**src/rtl/pulse_fil_pkg.sv**
```systemverilog
// pulse_fil_pkg: shared widths, coefficient limits and
// config-sequencer state encoding for the pulse_fil family.
package pulse_fil_pkg;

  localparam int DEF_FILTER_COUNTER_WIDTH = 22;
  localparam int DEF_MIN_COEFF            = 4;
  localparam int DEF_DEFAULT_COEFF        = 200000;

  localparam logic [1:0] ST_IDLE  = 2'd0;
  localparam logic [1:0] ST_APPLY = 2'd1;
  localparam logic [1:0] ST_DONE  = 2'd2;

  typedef enum logic [1:0] {
    IDLE  = ST_IDLE,
    APPLY = ST_APPLY,
    DONE  = ST_DONE
  } cfg_state_t;

  // bits needed to count 0..n-1, never less than one
  function automatic int cnt_width(input int n);
    return (n > 1) ? $clog2(n) : 1;
  endfunction

endpackage

```
**src/rtl/pulse_fil_cfg_timeout.sv**
```systemverilog
// pulse_fil_cfg_timeout: per-channel wait counter of the
// config sequencer; flags when a channel waited too long.
module pulse_fil_cfg_timeout
  import pulse_fil_pkg::*;
#(
  parameter int TIMEOUT = 4000000
) (
  input  logic clk,
  input  logic rst_n,
  input  logic clear,
  input  logic en,
  output logic expired
);

  localparam int CW = cnt_width(TIMEOUT);
  localparam logic [CW-1:0] LAST = CW'(TIMEOUT - 1);

  logic [CW-1:0] cnt;

  // count waited cycles, holding at the last one until cleared
  always_ff @(posedge clk) begin
    if (!rst_n) begin
      cnt <= '0;
    end else if (clear) begin
      cnt <= '0;
    end else if (en && cnt != LAST) begin
      cnt <= cnt + CW'(1);
    end
  end

  assign expired = (cnt == LAST);

endmodule

```
**src/rtl/pulse_fil_cfg_ctrl.sv**
```systemverilog
// pulse_fil_cfg_ctrl: shadow/active coefficient banks and the
// commit sequencer that applies each channel when it is quiet.
module pulse_fil_cfg_ctrl
  import pulse_fil_pkg::*;
#(
  parameter int N_CH                 = 4,
  parameter int FILTER_COUNTER_WIDTH = DEF_FILTER_COUNTER_WIDTH,
  parameter int MIN_COEFF            = DEF_MIN_COEFF,
  parameter int DEFAULT_COEFF        = DEF_DEFAULT_COEFF,
  parameter int TIMEOUT              = 4000000
) (
  input  logic                              clk,
  input  logic                              rst_n,
  input  logic                              cfg_valid,
  output logic                              cfg_ready,
  input  logic [3:0]                        cfg_chan,
  input  logic [FILTER_COUNTER_WIDTH-1:0]   cfg_coeff,
  output logic                              cfg_err,
  input  logic                              commit,
  output logic                              busy,
  output logic                              commit_done,
  output logic [N_CH-1:0]                   forced,
  input  logic [N_CH-1:0]                   fil_in_sync,
  input  logic [N_CH-1:0]                   fil_out,
  output logic [N_CH*FILTER_COUNTER_WIDTH-1:0] coeff_bus
);

  localparam int W  = FILTER_COUNTER_WIDTH;
  localparam int IW = cnt_width(N_CH);
  localparam logic [W-1:0]  MINV     = W'(MIN_COEFF);
  localparam logic [W-1:0]  DEFV     = W'(DEFAULT_COEFF);
  localparam logic [IW-1:0] LAST_IDX = IW'(N_CH - 1);

  cfg_state_t    state;
  logic [IW-1:0] idx;
  logic [W-1:0]  shadow [N_CH];
  logic [W-1:0]  active [N_CH];

  logic         fire;
  logic         chan_ok;
  logic [W-1:0] wr_val;
  logic         quiet;
  logic         expired;
  logic         apply;
  logic         tmo_clear;
  logic         tmo_en;

  assign fire    = cfg_valid && cfg_ready;
  assign chan_ok = ({1'b0, cfg_chan} < 5'(N_CH));
  assign wr_val  = (cfg_coeff < MINV) ? MINV : cfg_coeff;

  // a channel is quiet when its filter output already tracks its input
  assign quiet = (fil_in_sync[idx] == fil_out[idx]);
  assign apply = (state == APPLY) && (quiet || expired);

  assign tmo_clear = (state != APPLY) || apply;
  assign tmo_en    = (state == APPLY) && !quiet;

  pulse_fil_cfg_timeout #(
    .TIMEOUT (TIMEOUT)
  ) u_timeout (
    .clk     (clk),
    .rst_n   (rst_n),
    .clear   (tmo_clear),
    .en      (tmo_en),
    .expired (expired)
  );

  // host writes: clamp into the shadow bank, flag bad channels
  always_ff @(posedge clk) begin
    if (!rst_n) begin
      for (int k = 0; k < N_CH; k++) shadow[k] <= DEFV;
      cfg_err <= 1'b0;
    end else begin
      cfg_err <= fire && !chan_ok;
      for (int k = 0; k < N_CH; k++) begin
        if (fire && cfg_chan == 4'(k)) shadow[k] <= wr_val;
      end
    end
  end

  // commit sequencer: walk channels, copy shadow to active
  always_ff @(posedge clk) begin
    if (!rst_n) begin
      state       <= IDLE;
      idx         <= '0;
      cfg_ready   <= 1'b1;
      busy        <= 1'b0;
      commit_done <= 1'b0;
      forced      <= '0;
      for (int k = 0; k < N_CH; k++) active[k] <= DEFV;
    end else begin
      commit_done <= 1'b0;
      unique case (state)
        IDLE: begin
          if (commit) begin
            state     <= APPLY;
            idx       <= '0;
            busy      <= 1'b1;
            cfg_ready <= 1'b0;
          end
        end
        APPLY: begin
          if (apply) begin
            for (int k = 0; k < N_CH; k++) begin
              if (idx == IW'(k)) begin
                active[k] <= shadow[k];
                forced[k] <= !quiet;
              end
            end
            if (idx == LAST_IDX) state <= DONE;
            else idx <= idx + IW'(1);
          end
        end
        DONE: begin
          state       <= IDLE;
          busy        <= 1'b0;
          cfg_ready   <= 1'b1;
          commit_done <= 1'b1;
        end
        default: begin
          state     <= IDLE;
          busy      <= 1'b0;
          cfg_ready <= 1'b1;
        end
      endcase
    end
  end

  for (genvar k = 0; k < N_CH; k++) begin : g_bus
    assign coeff_bus[k*W +: W] = active[k];
  end

endmodule

```
**config.mk**
```make
export PLATFORM = sky130hd
export DESIGN_NAME = pulse_fil_cfg_ctrl
export DESIGN_NICKNAME = d
export VERILOG_FILES = /design/src/rtl/pulse_fil_pkg.sv /design/src/rtl/pulse_fil_cfg_timeout.sv /design/src/rtl/pulse_fil_cfg_ctrl.sv
export SDC_FILE = /design/constraint.sdc
export NUM_CORES = 1
export LEC_CHECK = 0
export ABC_CLOCK_PERIOD_IN_PS = 4200
export BUFFER_PORTS_ARGS = -buffer_cell sky130_fd_sc_hd__buf_2
export CAP_MARGIN = 10
export CORE_MARGIN = 2
export CORE_UTILIZATION = 50
export DETAILED_ROUTE_END_ITERATION = 10
export GPL_TIMING_DRIVEN = 0
export PLACE_DENSITY_LB_ADDON = 0.08
export SLEW_MARGIN = 20
export SYNTH_ARGS = -nofsm -noshare
export SYNTH_HDL_FRONTEND = slang
export SYNTH_SLANG_ARGS = --single-unit
export TNS_END_PERCENT = 1
```
**constraint.sdc**
```tcl
create_clock -name clk -period 4.2 [get_ports clk]
set_clock_uncertainty 0.15 [all_clocks]
set_input_delay 0.84 -clock clk [delete_from_list [all_inputs] [get_ports clk]]
set_output_delay 0.84 -clock clk [all_outputs]
set_load 0.005 [all_outputs]
```
* Word-level counts from Yosys, hierarchy flattened *
Memory sizes are Yosys's and may differ from the RTL's.
Cells that the tools add are included.

operators by class
  shift-type cells = 0
  order comparisons = 3
  div/mod/pow operators = 0
  add/subtract/negate cells = 2
  reductions and logical operators = 25
  bitwise operators = 10
  multipliers = 0
  equal/unequal tests = 16
  multiplexer cells = 59

operators with widths
  operator                 count
  $mux W22                 9
  $mux W1                  38
  $add A22 B1 Y22 const B  1
  $eq A22 B22 Y1 const B   1
  $lt A22 B3 Y1 const B    1
  $ne A22 B22 Y1 const B   1
  $reduce_and A3 Y1        5
  $mux W2                  6
  $logic_and A1 B1 Y1      9
  $eq A4 B2 Y1 const B     2
  $or A1 B1 Y1             8
  $pmux W2 S2              2
  $eq A2 B2 Y1 const B     3
  $ne A2 B2 Y1 const B     3
  $bmux W1 S2              2
  $eq A2 B1 Y1 const B     2
  $eq A4 B1 Y1 const B     1
  $logic_not A2 Y1         2
  $logic_not A4 Y1         1
  $lt A4 B3 Y1 const B     1
  $ne A2 B1 Y1 const B     2
  $pmux W1 S2              2
  $reduce_and A4 Y1        1
  $lt A2 B3 Y1 const B     1
  8 further kinds          11

word-level totals
  flip-flop bits (word level) = 34
  memory bits (read-only) = 0
  bits in latches = 0
  output and inout port bits = 96
  RAM bits = 176
  memories kept = 2
  input port bits = 38
  word-level logic and storage cells = 128

memories
  name    depth  width  rd ports  clocked after Yosys merged registers in  write ports  line                      source
  active  4      22     4         0                                        4            pulse_fil_cfg_ctrl.sv:37  logic [W-1:0] active [N_CH];
  shadow  4      22     4         0                                        4            pulse_fil_cfg_ctrl.sv:36  logic [W-1:0] shadow [N_CH];

* Depth between registers and ports, before layout *
  word-level depth = 10
  mapped depth = 9
  gate-level depth less buffers = 6

* By module *
From an unflattened synthesis, not the netlist that was laid out.

second synthesis, totals
  cells, all modules = 609
  area, all modules = 8,543.2 µm²

by module, submodules not included
  module                 cells each  sequential area each (µm²)  times used  area an instance (µm²)
  pulse_fil_cfg_ctrl     477         5,525.3                     1           7,413.4
  pulse_fil_cfg_timeout  132         440.4                       1           1,129.8

* Least setup slack after synthesis *
Ideal clock, no wire load.

  kind = input -> register
  start point = input fil_in_sync[0]
  end point = memory active[3][0] in the netlist's numbering, enable pin
  arrival time = 3.298 ns
  required time = 3.618 ns
  slack = 0.320 ns
  library setup time = 0.432 ns
  path buffers = 0
  stages = 4
  cell sequence = xor2_1 mux4_2 o31a_1 o21ai_0

RTL lines
  item         line                      source
  from (decl)  pulse_fil_cfg_ctrl.sv:23  input logic [N_CH-1:0] fil_in_sync,
  to (decl)    pulse_fil_cfg_ctrl.sv:37

==> results.md <==
* Switching pwr at 905 µW
* Hold crit path type: register to register
* Final Instance Area at 10100 µm²
* Comb pwr share at 0.047
* Switching share of power at 0.204
* Deepest clock path buffer count at 3
* Clock Power Share at 0.429
* Top post-synthesis cells by area: edfxtp_1, dfxtp_1, and3_1
* Post-layout min period at 3.09 ns
* Slowest cell on the critical path: o21ai_2
* Cell Area, Synth at 8290 µm²
* Final Hold Viols at 0
* Vias in the first global route at 5189
* Synth top cells by count: edfxtp_1, and3_1, and2_1, nor2_1, dfxtp_1
* Maximum Capacitance Violations at 0
* Filler-free cell count of the finished design at 997
* Seq cells post-synth at 210
* FF+latch area at 5970 µm²
* Worst flop-to-flop path endpoint: active[1][3]$_SDFFCE_PN0P_
* Drt pass-1 iters at 5
* Final Setup Violations at 0
* Iter 0 DRT Violations at 515
* Critical path capture point type: register
* Site Rows at 47
* Worst reg-to-reg path cell count at 6
* Initial Util at 0.505
* Port buffer count at 132
* Number of synthesized flops with an enable pin at 176
* Seq/Total Area, Yosys at 0.720
* Count leader, synth: edfxtp_1
* Placed cell count at 955
* Share of layout cells above drive strength 1 at 0.255
* Total CTS buffers at 22
* FF-to-FF Start: u_timeout.cnt[0]$_SDFFE_PP0P_
* Critical Path Source: u_timeout.cnt[0]$_SDFFE_PP0P_
* Crit path kind: register to register
* RSZ-0062 raised after global routing: no
* Post-synthesis instance total at 595
* Drt total wl at 18600 µm
* Post-route ant nets at 0
* Met3 GRT Util at 0.0391
* Io pins at 134
* Power per standard cell area at 439 nW/µm²
* M1 GR Usage at 0.287
* Leakage Power at 0.00385 µW
* Max VDD drop at 0.301 mV
* Flop pwr share at 0.525
* Total number of vias at 5318
* Multi-input logic area at 2180 µm²
* Status: completed
* Asr flop ratio synth at 0
* Critical Path End: active[1][3]$_SDFFCE_PN0P_
* CTS root buffer: clkbuf_16
* Yosys cell types at 36
* Top_reg_cell synth: edfxtp_1
* P_int at 3520 µW
* Die width at 133 µm
* Initial antenna violation count at 2
* Area after DPL at 9370 µm²
* GRT overflow at 0
* Fin crit share at 0.735
* Clock sinks at 210
* CTS Hold Bufs at 0
* Largest net degree at the start of global routing at 18
* Place WS at 0.672 ns
* Die H at 133 µm
* First-pass GRT wire length at 28100 µm
* Startpoint types: register
* Post-CTS Setup Inserts at 0
* Syn_nets at 638
* Tightest Pin Transition at 0.713 ns
* Met2 Track Usage GR at 0.344
* Crit-path cells: ha_1, nand2_1, or4_4, o31a_1, o21ai_2, buf_8
* Worst R2R Setup Slack at 1.11 ns
* Max frequency at 0.324 GHz
* Worst setup margin at 1.11 ns
* GR Util All Layers at 0.209
* Area Growth Syn to Fin at 21.9%
* WP data required at 4.25 ns
* Final core occ at 0.616
* Post-Syn Area per Cell at 13.9 µm²
* Max_slew headroom at 0.522
* Max FO, Critical Path at 12
* Vias per Instance at 5.33
* H-tree levels at 1
* Fillers at 1272
* Clk Latency, worst-skew pair at 0.49 ns
* CP arrival at 3.13 ns
* Clk slew on worst S/H paths at 0.06 ns
* GR peak layer: met2
* Fin nets at 802
* Routed wire length per instance at 18.7 µm
* Critical Path Max Stage Delay at 0.63 ns
* Area of the core at 16400 µm²
* Synth area leader: edfxtp_1
* Placer Congestion at 0.813
* Die Area at 17600 µm²
* CTS tree: done
* Synth warn at 0
* # DRC at 0
* Synth top area share at 0.638
* Detailed placement HPWL at 13200 µm
* CTS resizes at 0
* Max-slew violations at 0
## registers in the layout (all words and copies together) (netlist names)
register	count
commit_done	1
cfg_ready	1
active	88
u_timeout.cnt	22
shadow	88
cfg_err	1
busy	1
state	2
idx	2
forced	4
## kinds of logic (layout without fill, tap and decap cells)
kind of cell	Yosys count	in the layout	share of synthesized area
and+or+nand+nor	293	293	0.204
other	0	2	0
AOI/OAI and AO/OA	24	24	0.0174
DFF	210	210	0.720
adders and majority gates	5	5	0.00755
buffers and inverters	38	218	0.0228
muxes	1	1	0.00272
xor gates and xnor gates	24	24	0.0254
## placed cells by master, fill, tap and decap left out, drive strengths merged
cell,synthesis,layout
clkinvlp,0,1
nand2,18,18
clkbuf,20,52
clkinv,0,6
o31a,1,1
nor2,45,45
xor2,10,10
dfxtp,34,34
diode,0,2
ha,5,5
o22ai,1,1
inv,5,5
bufinv,0,1
or4,3,3
a21o,1,1
a31oi,5,5
nor2b,2,2
or3,22,22
nand2b,12,12
nor3b,2,2
nor3,11,11
o31ai,1,1
a21oi,1,1
nand3b,24,24
o21ai,11,11
buf,13,153
edfxtp,176,176
nand4,5,5
xnor2,14,14
and3,70,70
nand4b,1,1
nor4,6,6
and2,55,55
and4,3,3
nand3,14,14
mux4,1,1
o211ai,3,3
## worst max-delay path: cells and delay by family, from the launching register on
family	cells	cell delay [ns]
compound gates	2	1.09
flops	1	0.35
simple gates	2	0.67
buf+inv	1	0.24
fa+ha+maj	1	0.30
## power groups by stage
| stage | Combinational, µW | Clock [µW] | Sequential, µW |
|---|---|---|---|
| final | 206 | 1900 | 2320 |
| after global routing | 223 | 2010 | 2330 |
| after CTS | 207 | 1920 | 2320 |
| after detailed placement | 207 | 0 | 2370 |
| after global placement | 184 | 0 | 2380 |
| after floorplan | 79.9 | 0 | 2380 |
## worst min path at each step
| stage | from | endpoint | depth (start not counted) |
|---|---|---|---|
| final | u_timeout.cnt[0]$_SDFFE_PP0P_ | u_timeout.cnt[0]$_SDFFE_PP0P_ | 1 |
| after global routing | busy$_SDFFE_PN0P_ | busy$_SDFFE_PN0P_ | 2 |
| after CTS | u_timeout.cnt[0]$_SDFFE_PP0P_ | u_timeout.cnt[0]$_SDFFE_PP0P_ | 1 |
| after detailed placement | u_timeout.cnt[0]$_SDFFE_PP0P_ | u_timeout.cnt[0]$_SDFFE_PP0P_ | 1 |
| after global placement | u_timeout.cnt[0]$_SDFFE_PP0P_ | u_timeout.cnt[0]$_SDFFE_PP0P_ | 1 |
| after floorplan | u_timeout.cnt[0]$_SDFFE_PP0P_ | u_timeout.cnt[0]$_SDFFE_PP0P_ | 1 |
## area by class of cell
type                       count  share of cell area
buffer                        33              0.0168
timing repair buffer         140              0.0758
inverter                       5             0.00186
tap                          220              0.0273
clock buffer                  32              0.0653
antenna                        2            0.000495
multi-input combinational    347               0.216
clock inverter                 8             0.00619
sequential                   210               0.591
## per-stage QoR
step	power [µW]	setup TNS, ns	hold WS, ns
after floorplan	2460	0	0.263
after global placement	2560	-56.48	0.273
after detailed placement	2580	0	0.286
after CTS	4460	0	0.299
after global routing	4560	0	0.326
final	4430	0	0.293
## metal layers
layer	vias to the layer above	part of all wire	routed length, µm
li1	2508	-	-
met2	184	0.47	8800
met3	33	0.079	1470
met1	2591	0.43	7920
met5	-	0.00059	11
met4	2	0.021	396
Power figures use the tool's default switching activity.
